[src/rtl/div_pkg.sv]
`default_nettype none
// ============================================================================
//  Module      : div_pkg
//  Description : Shared constants for the shift-subtract divider (Control
//                and datapath agree on the ALU function codes and width).
//  Revision    : 1.0 - initial release
// ============================================================================
package div_pkg;

    localparam int          DEFAULT_WIDTH = 32;
    localparam logic [5:0]  FUNCT_ADD     = 6'b100000;
    localparam logic [5:0]  FUNCT_SUB     = 6'b100010;

endpackage : div_pkg
`default_nettype wire

[src/rtl/div_alu.sv]
`default_nettype none
// ============================================================================
//  Module      : div_alu
//  Description : Combinational (WIDTH+1)-bit add / subtract / pass unit.
//                Add and subtract zero-extend the low WIDTH bits of the
//                remainder-high operand so bit WIDTH of the result is the sign.
//  Revision    : 1.0 - initial release
// ============================================================================
module div_alu
    import div_pkg::*;
#(
    parameter int WIDTH = DEFAULT_WIDTH
) (
    input  logic [WIDTH:0]   a,
    input  logic [WIDTH-1:0] b,
    input  logic [5:0]       funct,
    output logic [WIDTH:0]   y
);

    logic [WIDTH:0] w_a_ext;
    logic [WIDTH:0] w_b_ext;

    assign w_a_ext = {1'b0, a[WIDTH-1:0]};
    assign w_b_ext = {1'b0, b};

    // Select the operation; unknown codes return the operand untouched
    always_comb begin
        y = a;
        case (funct)
            FUNCT_ADD: y = w_a_ext + w_b_ext;
            FUNCT_SUB: y = w_a_ext - w_b_ext;
            default:   y = a;
        endcase
    end

endmodule : div_alu
`default_nettype wire

[src/rtl/divider_datapath.sv]
`default_nettype none
// ============================================================================
//  Module      : divider_datapath
//  Description : Register file and ALU for the restoring shift-subtract
//                unsigned divider. Executes one command from Control per
//                clock and reports the sign of the last subtraction.
//  Revision    : 1.0 - initial release
// ============================================================================
module divider_datapath
    import div_pkg::*;
#(
    parameter int WIDTH = DEFAULT_WIDTH
) (
    input  logic             clk,
    input  logic             rst,
    input  logic [WIDTH-1:0] dividend,
    input  logic [WIDTH-1:0] divisor,
    input  logic             w_ctrl_reg1,
    input  logic             w_ctrl_reg2,
    input  logic [5:0]       funct,
    input  logic             SLL_ctrl,
    input  logic             SRL_ctrl,
    input  logic             rdy,
    output logic             rem_neg,
    output logic [WIDTH-1:0] quotient,
    output logic [WIDTH-1:0] remainder,
    output logic             div_by_zero,
    output logic             out_valid
);

    logic [WIDTH-1:0] r_div;
    logic [2*WIDTH:0] r_rem;
    logic             r_neg;
    logic             r_dbz;
    logic             r_out_valid;
    logic [WIDTH:0]   w_alu;

    div_alu #(
        .WIDTH (WIDTH)
    ) u_alu (
        .a     (r_rem[2*WIDTH:WIDTH]),
        .b     (r_div),
        .funct (funct),
        .y     (w_alu)
    );

    // One prioritised command per edge: load, hold on rdy, ALU write, shifts
    always_ff @(posedge clk or posedge rst) begin
        if (rst) begin
            r_div       <= '0;
            r_rem       <= '0;
            r_neg       <= 1'b0;
            r_dbz       <= 1'b0;
            r_out_valid <= 1'b0;
        end else if (w_ctrl_reg1) begin
            r_div       <= divisor;
            r_rem       <= {{(WIDTH+1){1'b0}}, dividend};
            r_neg       <= 1'b0;
            r_dbz       <= (divisor == '0);
            r_out_valid <= 1'b0;
        end else if (rdy) begin
            r_out_valid <= 1'b1;
        end else if (w_ctrl_reg2) begin
            r_rem[2*WIDTH:WIDTH] <= w_alu;
            // Only a subtraction answers the "R_hi < D" question for Control
            if (funct == FUNCT_SUB) begin
                r_neg <= w_alu[WIDTH];
            end
        end else if (SLL_ctrl) begin
            // The inverted sign of the last SUB is the next quotient bit
            r_rem <= {r_rem[2*WIDTH-1:0], ~r_neg};
        end else if (SRL_ctrl) begin
            r_rem[2*WIDTH:WIDTH] <= {1'b0, r_rem[2*WIDTH:WIDTH+1]};
        end
    end

    assign rem_neg     = r_neg;
    assign quotient    = r_rem[WIDTH-1:0];
    assign remainder   = r_rem[2*WIDTH-1:WIDTH];
    assign div_by_zero = r_dbz;
    assign out_valid   = r_out_valid;

endmodule : divider_datapath
`default_nettype wire
[config.mk]
export PLATFORM = sky130hd
export DESIGN_NAME = divider_datapath
export DESIGN_NICKNAME = d
export VERILOG_FILES = /design/src/rtl/div_pkg.sv /design/src/rtl/div_alu.sv /design/src/rtl/divider_datapath.sv
export SDC_FILE = /design/constraint.sdc
export NUM_CORES = 1
export LEC_CHECK = 0
export BUFFER_PORTS_ARGS = -buffer_cell sky130_fd_sc_hd__buf_4
export CAP_MARGIN = 20
export CORE_MARGIN = 5
export CORE_UTILIZATION = 61
export CTS_CLUSTER_SIZE = 25
export DETAILED_ROUTE_END_ITERATION = 8
export PLACE_DENSITY = 0.84
export SLEW_MARGIN = 20
export SYNTH_ARGS = -nofsm -noshare
export SYNTH_HDL_FRONTEND = slang
export SYNTH_SLANG_ARGS = --single-unit
[constraint.sdc]
create_clock -name clk -period 10.6 [get_ports clk]
set_clock_uncertainty 0.2 [all_clocks]
set_input_delay 2.12 -clock clk [delete_from_list [all_inputs] [get_ports clk]]
set_output_delay 2.12 -clock clk [all_outputs]
set_load 0.03 [all_outputs]
======== Word-level counts from Yosys, hierarchy flattened ========
Index checks and enable logic that the tools add are counted.
cells by class
  add/sub/neg operators ................... 2
  eq/ne operators ......................... 5
  mux-type cells .......................... 14
  bitwise operators ....................... 1
  reduce and logical (&&, ||, !) cells .... 10
operators with widths
  operator                                               count
  2-to-1 mux 65 bit                                      2
  2-to-1 mux 33 bit                                      3
  one-hot mux 33 bit (2 select lines)                    1
  2-to-1 mux 32 bit                                      2
  adder 32 x 32 -> 33 bit                                1
  subtractor 32 x 32 -> 33 bit                           1
  zero test 32 bit                                       1
  == test 6 bit, second input constant                   2
  AND reduction 3 bit                                    3
  nonzero test 2 bit                                     4
  2-to-1 mux 1 bit                                       6
  inequality test 2 bit, second input constant           2
  inequality test 4 x 2 -> 1 bit, second input constant  1
  nonzero test 4 bit                                     1
  AND reduction 2 bit                                    1
  NOT 1 bit                                              1
storage, ports and cells
  flip-flop bits (word level) ............. 100
  input port bits ......................... 77
  output and inout port bits .............. 67

======== Longest topological paths before layout ========
Gate-level depths: netlist (run 1).
  depth after elaboration ................. 6
  depth in mapped cells ................... 18
  depth with buffers taken out ............ 17

======== By module ========
Synthesis (run 1) repeated with hierarchy kept, for this count alone.
second synthesis, totals
  cell total of the unflattened synthesis .. 895
  area, all modules ....................... 8299.2 sq um
by module, submodules not included
  module            times used  cells each  area an instance (sq um)  sequential area each (sq um)
  divider_datapath  1           490         5664.2                    2502.4
  div_alu           1           405         2635.0                    0.0

======== Worst setup path after synthesis (run 1) ========
Ideal clock, no wire load.
  path kind ............................... input-to-reg
  from .................................... input funct[0]
  to ...................................... register r_rem[58]
  setup time .............................. 82 ps
  data arrival time ....................... 5144 ps
  slack ................................... 5174 ps
  stages .................................. 15
  cell sequence ........................... nor4_1 -> and2_1 -> nand2_1 -> clkbuf_1 -> nand2_1 -> o21ai_0 -> fa_1 -> and2b_1 -> o2111ai_1 -> and3b_1 -> buf_6 -> a211oi_2 -> a211oi_2 -> or4_1 -> a31oi_1
between the ends
  cells in the longest elaborated chain, start to end .. 5
RTL lines
  what                                 line                    RTL
  start, declared                      divider_datapath.sv:20  input logic [5:0] funct,
  == test 6 bit                        div_alu.sv:29           case (funct)
  one-hot mux 33 bit (2 select lines)  div_alu.sv:29
  2-to-1 mux 33 bit                    divider_datapath.sv:63  end else if (w_ctrl_reg2) begin
  2-to-1 mux 65 bit                    divider_datapath.sv:61  end else if (rdy) begin
  2-to-1 mux 65 bit                    divider_datapath.sv:55  end else if (w_ctrl_reg1) begin
  end signal, assigned                 divider_datapath.sv:57  r_rem <= {{(WIDTH+1){1'b0}}, dividend};
  end signal, assigned by index        divider_datapath.sv:64  r_rem[2*WIDTH:WIDTH] <= w_alu;
  end signal, assigned                 divider_datapath.sv:71  r_rem <= {r_rem[2*WIDTH-1:0], ~r_neg};
  end, declared                        divider_datapath.sv:32  logic [2*WIDTH:0] r_rem;
Several ways; a longest one is shown, not always the timed one. The select of a mux whose other input is x is not followed.
A chain may end at the register's enable or synchronous reset.

======== Worst setup path in the final report (run 1) ========
Ends and elaborated chain as after synthesis.

==> qor.yml, run 1 <==
route:
  vias: 6448
  wl_um: 19700
  avgRoutedWirePerCell_um: 18.2
  antenna_left: 0
  firstDrtPassIters: 5
  via_per_inst: 5.99
  drtIter0Drc: 502
  drt_drc_violations_left: 0
grt:
  antenna_found_initial: 0
  grt_max_degree: 73
  track_usage_pct: 27.0
  grt_overflow: 0
  first_global_vias: 6109
  grt_pass1_wl_um: 31800
placed_design:
  gp_congestion: 0.970
  io_buffers: 143
  pre_cts_slack_ps: 4660
  postPlaceCellArea_um2: 8320
  dp_hpwl_um: 14800
  post-place-cells: 1061
sta:
  finalWorstSetupSlack_ps: 5000
  max_slew_margin_pct: 39.2
  holdWs_ps: 313
  drv_slew: 0
  min_period_ps: 5600
  fmax_mhz: 178
  tightest_slew_ps: 912
  fin_crit_sh_pct: 52.9
  rsz0062_at_grt: "false"
  setup_tns_ps: 0
  setup_viol: 0
  hold_viol_final: 0
logic_synthesis:
  yosysWarnings: 0
  mappedNetlistArea_um2: 7650
  synth_cell_type_count: 67
  syn-mean-instance-area_um2: 8.95
  ys.flop_type: "dfrtp_1"
  syn_nets: 966
  async_flop_share_pct: 100
  ys_seq_elements: 100
  synth_edf_count: 0
  seq_area_frac_synth_pct: 32.7
  synth_cells: 855
power_and_ir_drop:
  vdd_drop_max_uv: 119
  cellLeakagePower_nw: 3.95
  p_per_area_nw_per_um2: 147
critical_path:
  worstPathArrival_ps: 5680
  crit_path_max_fanout: 18
  cp-startpoint: "funct[0]"
  rr_worst_depth: 15
  reg2reg_from: "r_div[2]"
  critPathSlowestCell: "fa_1"
  r2r_slack_ps: 6180
  cp-end-kind: "register"
  criticalPathCategory: "primary input to register"
  critPathMaxStageDelay_ps: 460
  critPathCapture: "r_rem[58]"
  crit_path_start_kind: "primary input"
  required_ps: 10670
  cp_cell_sequence: "buf_4 > nor4_1 > and2_1 > nand2_1 > nand2_1 > o21ai_0 > fa_1 > and2b_1 > o2111ai_1 > and3b_1 > a211oi_2 > a211oi_2 > or4_1 > a31oi_1"
  r2r_end: "r_rem[64]"
finish:
  fin_nets: 1011
  syn2layout_area_growth_pct: 12.8
  antenna_cells: 0
  drive_gt1_share_pct: 22.7
  design_area_um2: 8630
  finalNonFillerCells: 1077
clocking:
  cts-htree-levels: 3
  clockRootBuffer: "clkbuf_16"
  clockBufferDepth: 2
  clk_pin_slew_ps: 70
  cts_resized: 0
  cts_setup_buffers: 0
  tritoncts: "built"
  cts_buffers: 9
  cts.sinks: 100
  ctsHoldBuffers: 0
  clk_latency_ps: 350
die:
  io_pins: 144
  start_util_pct: 61.4
  die_area_um2: 14900
  row_count: 41
  die_w_um: 122
  core-area_um2: 12500
  dieHeight_um: 122
worst_hold_path:
  hp-class: "register to register"
status:
  status: "complete, no violations"
run:
  cap_violations: 0
## layer usage
metal	wire, um	share of wire, %	global-route usage (%)	vias up
met1	8490	43	38.2	3040
met4	316	1.6	6.86	0
met3	1940	9.9	6.87	19
met5	0	0	0	-
li1	-	-	-	3124
met2	8900	45	41.7	265
## metrics by stage
step | utilization (%) | power [mW]
floorplan | - | 0.808
global placement | 66.7 | 0.897
detailed placement | 66.7 | 0.906
CTS | 69.3 | 1.27
global route | 69.3 | 1.33
finish | 69.3 | 1.27
## layout by cell type (no fill, tap or decap), types with 8 or more instances in the layout
cell	netlist	routed
buf_4	64	149
dfrtp_1	100	100
mux2i_1	66	66
o21ai_0	65	65
nand2_1	65	65
a21oi_1	57	55
nor2_1	38	38
ha_1	33	33
xor2_1	29	29
mux2_2	29	29
xnor2_1	26	26
nor3_1	26	26
o21ai_1	17	17
inv_1	17	16
o21a_1	13	13
a21o_1	13	13
a31oi_1	12	12
o221ai_1	12	12
nand2b_1	11	11
nand4_1	11	11
o31ai_1	10	10
clkbuf_16	0	9
nor4_1	8	8
## cells by family after synthesis
group | share of synthesized area [%]
AND/OR/NAND/NOR | 13.5
flip-flops | 32.7
XOR/XNOR | 6.30
adder cells (fa/ha/maj) | 5.66
AO/OA/AOI/OAI | 19.1
buffers and inverters | 9.80
multiplexers | 12.9
## report_power, final
part           switching, mW  internal (mW)
logic                  0.256          0.179
clock network          0.152          0.210
registers             0.0488          0.422
total                  0.456          0.811
## worst max-delay path, delay by kind of cell
family	cells	cell delay, ps
buffers and inverters	1	110
AO/OA/AOI/OAI	5	960
AND/OR/NAND/NOR	7	2040
adder cells (fa/ha/maj)	1	460
## worst min-delay path by stage
stage	startpoint	end	slack, ps	cells after the start
floorplan	r_rem[10]	r_rem[10]	270	2
global placement	r_rem[30]	r_rem[30]	290	2
detailed placement	r_rem[16]	r_rem[16]	300	2
CTS	r_rem[16]	r_rem[16]	310	2
global route	r_rem[19]	r_rem[19]	330	2
finish	r_rem[3]	r_rem[3]	310	2
## synth_stat cells (8+ instances only)
cell type / number / area, um^2
nor4_1: 8 / 50.1
ha_1: 33 / 413
a21oi_1: 57 / 285
nor3_1: 26 / 130
xnor2_1: 26 / 228
o221ai_1: 12 / 105
mux2_2: 29 / 327
o21ai_0: 65 / 325
buf_4: 64 / 480
nand4_1: 11 / 68.8
o21ai_1: 17 / 85.1
a21o_1: 13 / 97.6
clkbuf_1: 39 / 146
o21a_1: 13 / 97.6
o31ai_1: 10 / 75.1
xor2_1: 29 / 254
mux2i_1: 66 / 661
inv_1: 17 / 63.8
dfrtp_1: 100 / 2500
nand2_1: 65 / 244
nor2_1: 38 / 143
a31oi_1: 12 / 75.1
nand2b_1: 11 / 68.8
## sequential cells by signal, summed over array words and instances (netlist names)
signal / cells
div_by_zero: 1
out_valid: 1
r_div: 32
r_rem: 65
rem_neg: 1
## layout make-up
type,count,area (um^2)
fillers,1050,3830
clock buffers,12,236
clock inverters,4,80.1
well taps,172,215
inverters,17,66.3
repair buffers,149,1120
multi-input cells,623,4410
flip-flops and latches,100,2500
Power figures use the tool's default switching activity.
==> inputs of run 2 (changes only) <==
ABC_AREA = 1   (was not set)
CORE_UTILIZATION = 58   (was 61)
PLACE_DENSITY = 0.79   (was 0.84)
clock period = 5.6 ns   (was 10.6 ns; I/O delays follow)
==> qor.yml, run 2 <==
status:
  status: "complete, no violations"
power_and_ir_drop:
  p_int_mw: 1.53  # +88%
  p_sw_mw: 1.07  # +130%
  p_clk_share_pct: 24.8  # -3.8 points
  p_per_area_nw_per_um2: 282  # +92%
  seqPwrFrac_pct: 34.3  # -2.8 points
  cellLeakagePower_nw: 4.75  # +20%
  vdd_drop_max_uv: 198  # +66%
  comb_power_share_pct: 40.9  # +6.6 points
  sw_frac_of_total_pct: 41.2  # +5.2 points
critical_path:
  cp-end-kind: "register"
  cp_cell_sequence: "buf_4 > or2_1 > nor3_1 > nand3_1 > o21ai_0 > inv_1 > ha_1 > nand3b_1 > nand2_1 > inv_1 > nor2_1 > nor2_1 > o21ai_0 > nand2_1 > nand2_1 > nand2_1 > nand3_1 > a21oi_1"
  crit_path_max_fanout: 14  # -4
  crit_buf_inv: 3  # +2
  criticalPathCategory: "primary input to register"
  critPathSlowestCell: "o21ai_0"
  required_ps: 5640  # -5030 ps
  critPathMaxStageDelay_ps: 730  # +270 ps
  crit_path_start_kind: "primary input"
  cpLargestDelayFamily: "simple AND/OR/NAND/NOR gates"
  path_common_cell: "nand2_1"
  worstPathArrival_ps: 4440  # -1240 ps
placed_design:
  dp_hpwl_um: 17600  # +19%
  gp_congestion: 0.946  # -2.5%
  io_buffers: 143  # unchanged
  pre_cts_slack_ps: 893  # -3760 ps
grt:
  grt_overflow: 0  # unchanged
  grt_pass1_wl_um: 36500  # +15%
  first_global_vias: 7392  # +21%
  track_usage_pct: 27.2  # +0.21 points
  grt_max_degree: 65  # -11%
  antenna_found_initial: 0  # unchanged
sta:
  setup_tns_ps: 0  # unchanged
  fmax_mhz: 227
  tightest_slew_ps: 1040  # +130 ps
  fin_crit_sh_pct: 78.6
  setup_viol: 0  # unchanged
  holdWs_ps: 299  # -14.5 ps
  min_period_ps: 4400
  drv_slew: 0  # unchanged
  rsz0062_at_grt: "false"
  max_slew_margin_pct: 30.4  # -8.8 points
  finalWorstSetupSlack_ps: 1200  # -3800 ps
  hold_viol_final: 0  # unchanged
clocking:
  clockBufferDepth: 2  # unchanged
  cts-htree-levels: 3  # unchanged
  cts_buffers: 9  # unchanged
  cts_setup_buffers: 0  # unchanged
  ctsHoldBuffers: 0  # unchanged
  clockRootBuffer: "clkbuf_16"
  cts.sinks: 100  # unchanged
  clk_latency_ps: 360  # about the same
  tritoncts: "built"
  cts_resized: 0  # unchanged
  clk_pin_slew_ps: 70  # about the same
logic_synthesis:
  ys.flop_type: "dfrtp_1"
  syn-mean-instance-area_um2: 6.77  # -24%
  yosysWarnings: 0  # unchanged
  seq_area_frac_synth_pct: 30.4  # -2.3 points
  synth_top_area_share_pct: 30.4  # -2.3 points
  syn_nets: 1326  # +37%
  yosysMostFrequentCell: "nand2_1"
  async_flop_share_pct: 100  # unchanged
  yosysTopAreaCell: "dfrtp_1"
  ys_seq_elements: 100  # unchanged
  synth_cells: 1215  # +42%
  yosys-top-cells-area: "dfrtp_1, nand2_1, inv_1, buf_4, o21ai_0"
  synth_edf_count: 0  # unchanged
  synth_common_cells: "nand2_1, inv_1, dfrtp_1"
  mappedNetlistArea_um2: 8220  # +7.5%
  synth_cell_type_count: 41  # -39%
finish:
  final_common_cell: "nand2_1"
  mostFrequentLayoutCells: "nand2_1, inv_1, buf_4"
  syn2layout_area_growth_pct: 12.0
  top_regs: "r_rem (65), r_div (32)"
  top_register: "r_rem"
  antenna_cells: 0  # unchanged
  largest_reg_flops: 65  # unchanged
  fin_nets: 1381  # +37%
  fill_cells: 1260  # +20%
  drive_gt1_share_pct: 14.7  # -8.0 points
die:
  core-area_um2: 13900  # +11%
  row_count: 43  # +4.9%
  die_area_um2: 16700  # +12%
  start_util_pct: 59.2  # -2.1 points
  die_w_um: 129  # +5.8%
  dieHeight_um: 129  # +5.8%
  io_pins: 144  # unchanged
route:
  antenna_left: 0  # unchanged
  avgRoutedWirePerCell_um: 15.5  # -15%
  via_per_inst: 5.50  # -8.2%
  firstDrtPassIters: 5  # unchanged
  drt_drc_violations_left: 0  # unchanged
  drtIter0Drc: 480  # -4.4%
  wl_um: 22500  # +15%
  vias: 7996  # +24%
run:
  cap_violations: 0  # unchanged
worst_hold_path:
  hp-class: "register to register"
-- run 2: worst min-delay path: stages, from the launching register on --
cell	delay [ps]
dfrtp_1	350
nand2_1	60
o31ai_1	60
-- run 2: power groups by stage --
stage	clock network, mW	registers [mW]	logic (mW)
after floorplan	0	0.874	0.830
after global placement	0	0.900	1.03
after detailed placement	0	0.903	1.05
after CTS	0.649	0.890	1.05
after global routing	0.684	0.902	1.18
final	0.646	0.891	1.06
-- run 2: path summary, 6_finish.rpt --
kind,slack (ps),cells past startpoint,from,end
max,1200,18,funct[3],r_rem[61]
min,300,2,div_by_zero,div_by_zero
max reg2reg,1630,24,r_div[0],r_rem[64]
min reg2reg,300,2,div_by_zero,div_by_zero
max in group asynchronous,3470,3,rst,r_div[8]
min in group asynchronous,690,2,rst,r_rem[7]
-- run 2: cell type report --
class	count	area [um^2]	share of cell area (%)
timing repair buffer	149	1120	12.2
clock buffer	11	233	2.53
tap	180	225	2.45
multi-input combinational	842	4430	48.2
clock inverter	5	60.1	0.652
inverter	168	633	6.88
sequential	100	2500	27.2
-- run 2: cell families after synthesis --
kind of cell | share of synthesized area [%]
simple gates | 26.7
flops | 30.4
xor+xnor | 3.09
fa+ha+maj | 5.26
compound gates | 18.9
buf+inv | 15.6
-- run 2: through the flow --
| stage | instances | power (mW) | utilization (%) | area, um^2 |
|---|---|---|---|---|
| 2_1_floorplan | 1215 | 1.70 | - | 8220 |
| 3_3_place_gp | 1439 | 1.93 | 64.2 | 8910 |
| 3_5_place_dp | 1439 | 1.95 | 64.2 | 8910 |
| 4_1_cts | 1455 | 2.59 | 66.3 | 9210 |
| 5_1_grt | 1455 | 2.77 | 66.3 | 9210 |
| 6_report | 1455 | 2.60 | 66.3 | 9210 |
-- run 2: layer usage --
layer	wire (um)	up-vias	share of wire, %	GRT usage, %
met5	0	-	0	0
met4	361	0	1.6	7.54
met2	10100	275	45	42.4
met3	1790	28	8.0	4.16
met1	10200	3654	46	39.7
li1	-	4039	-	-
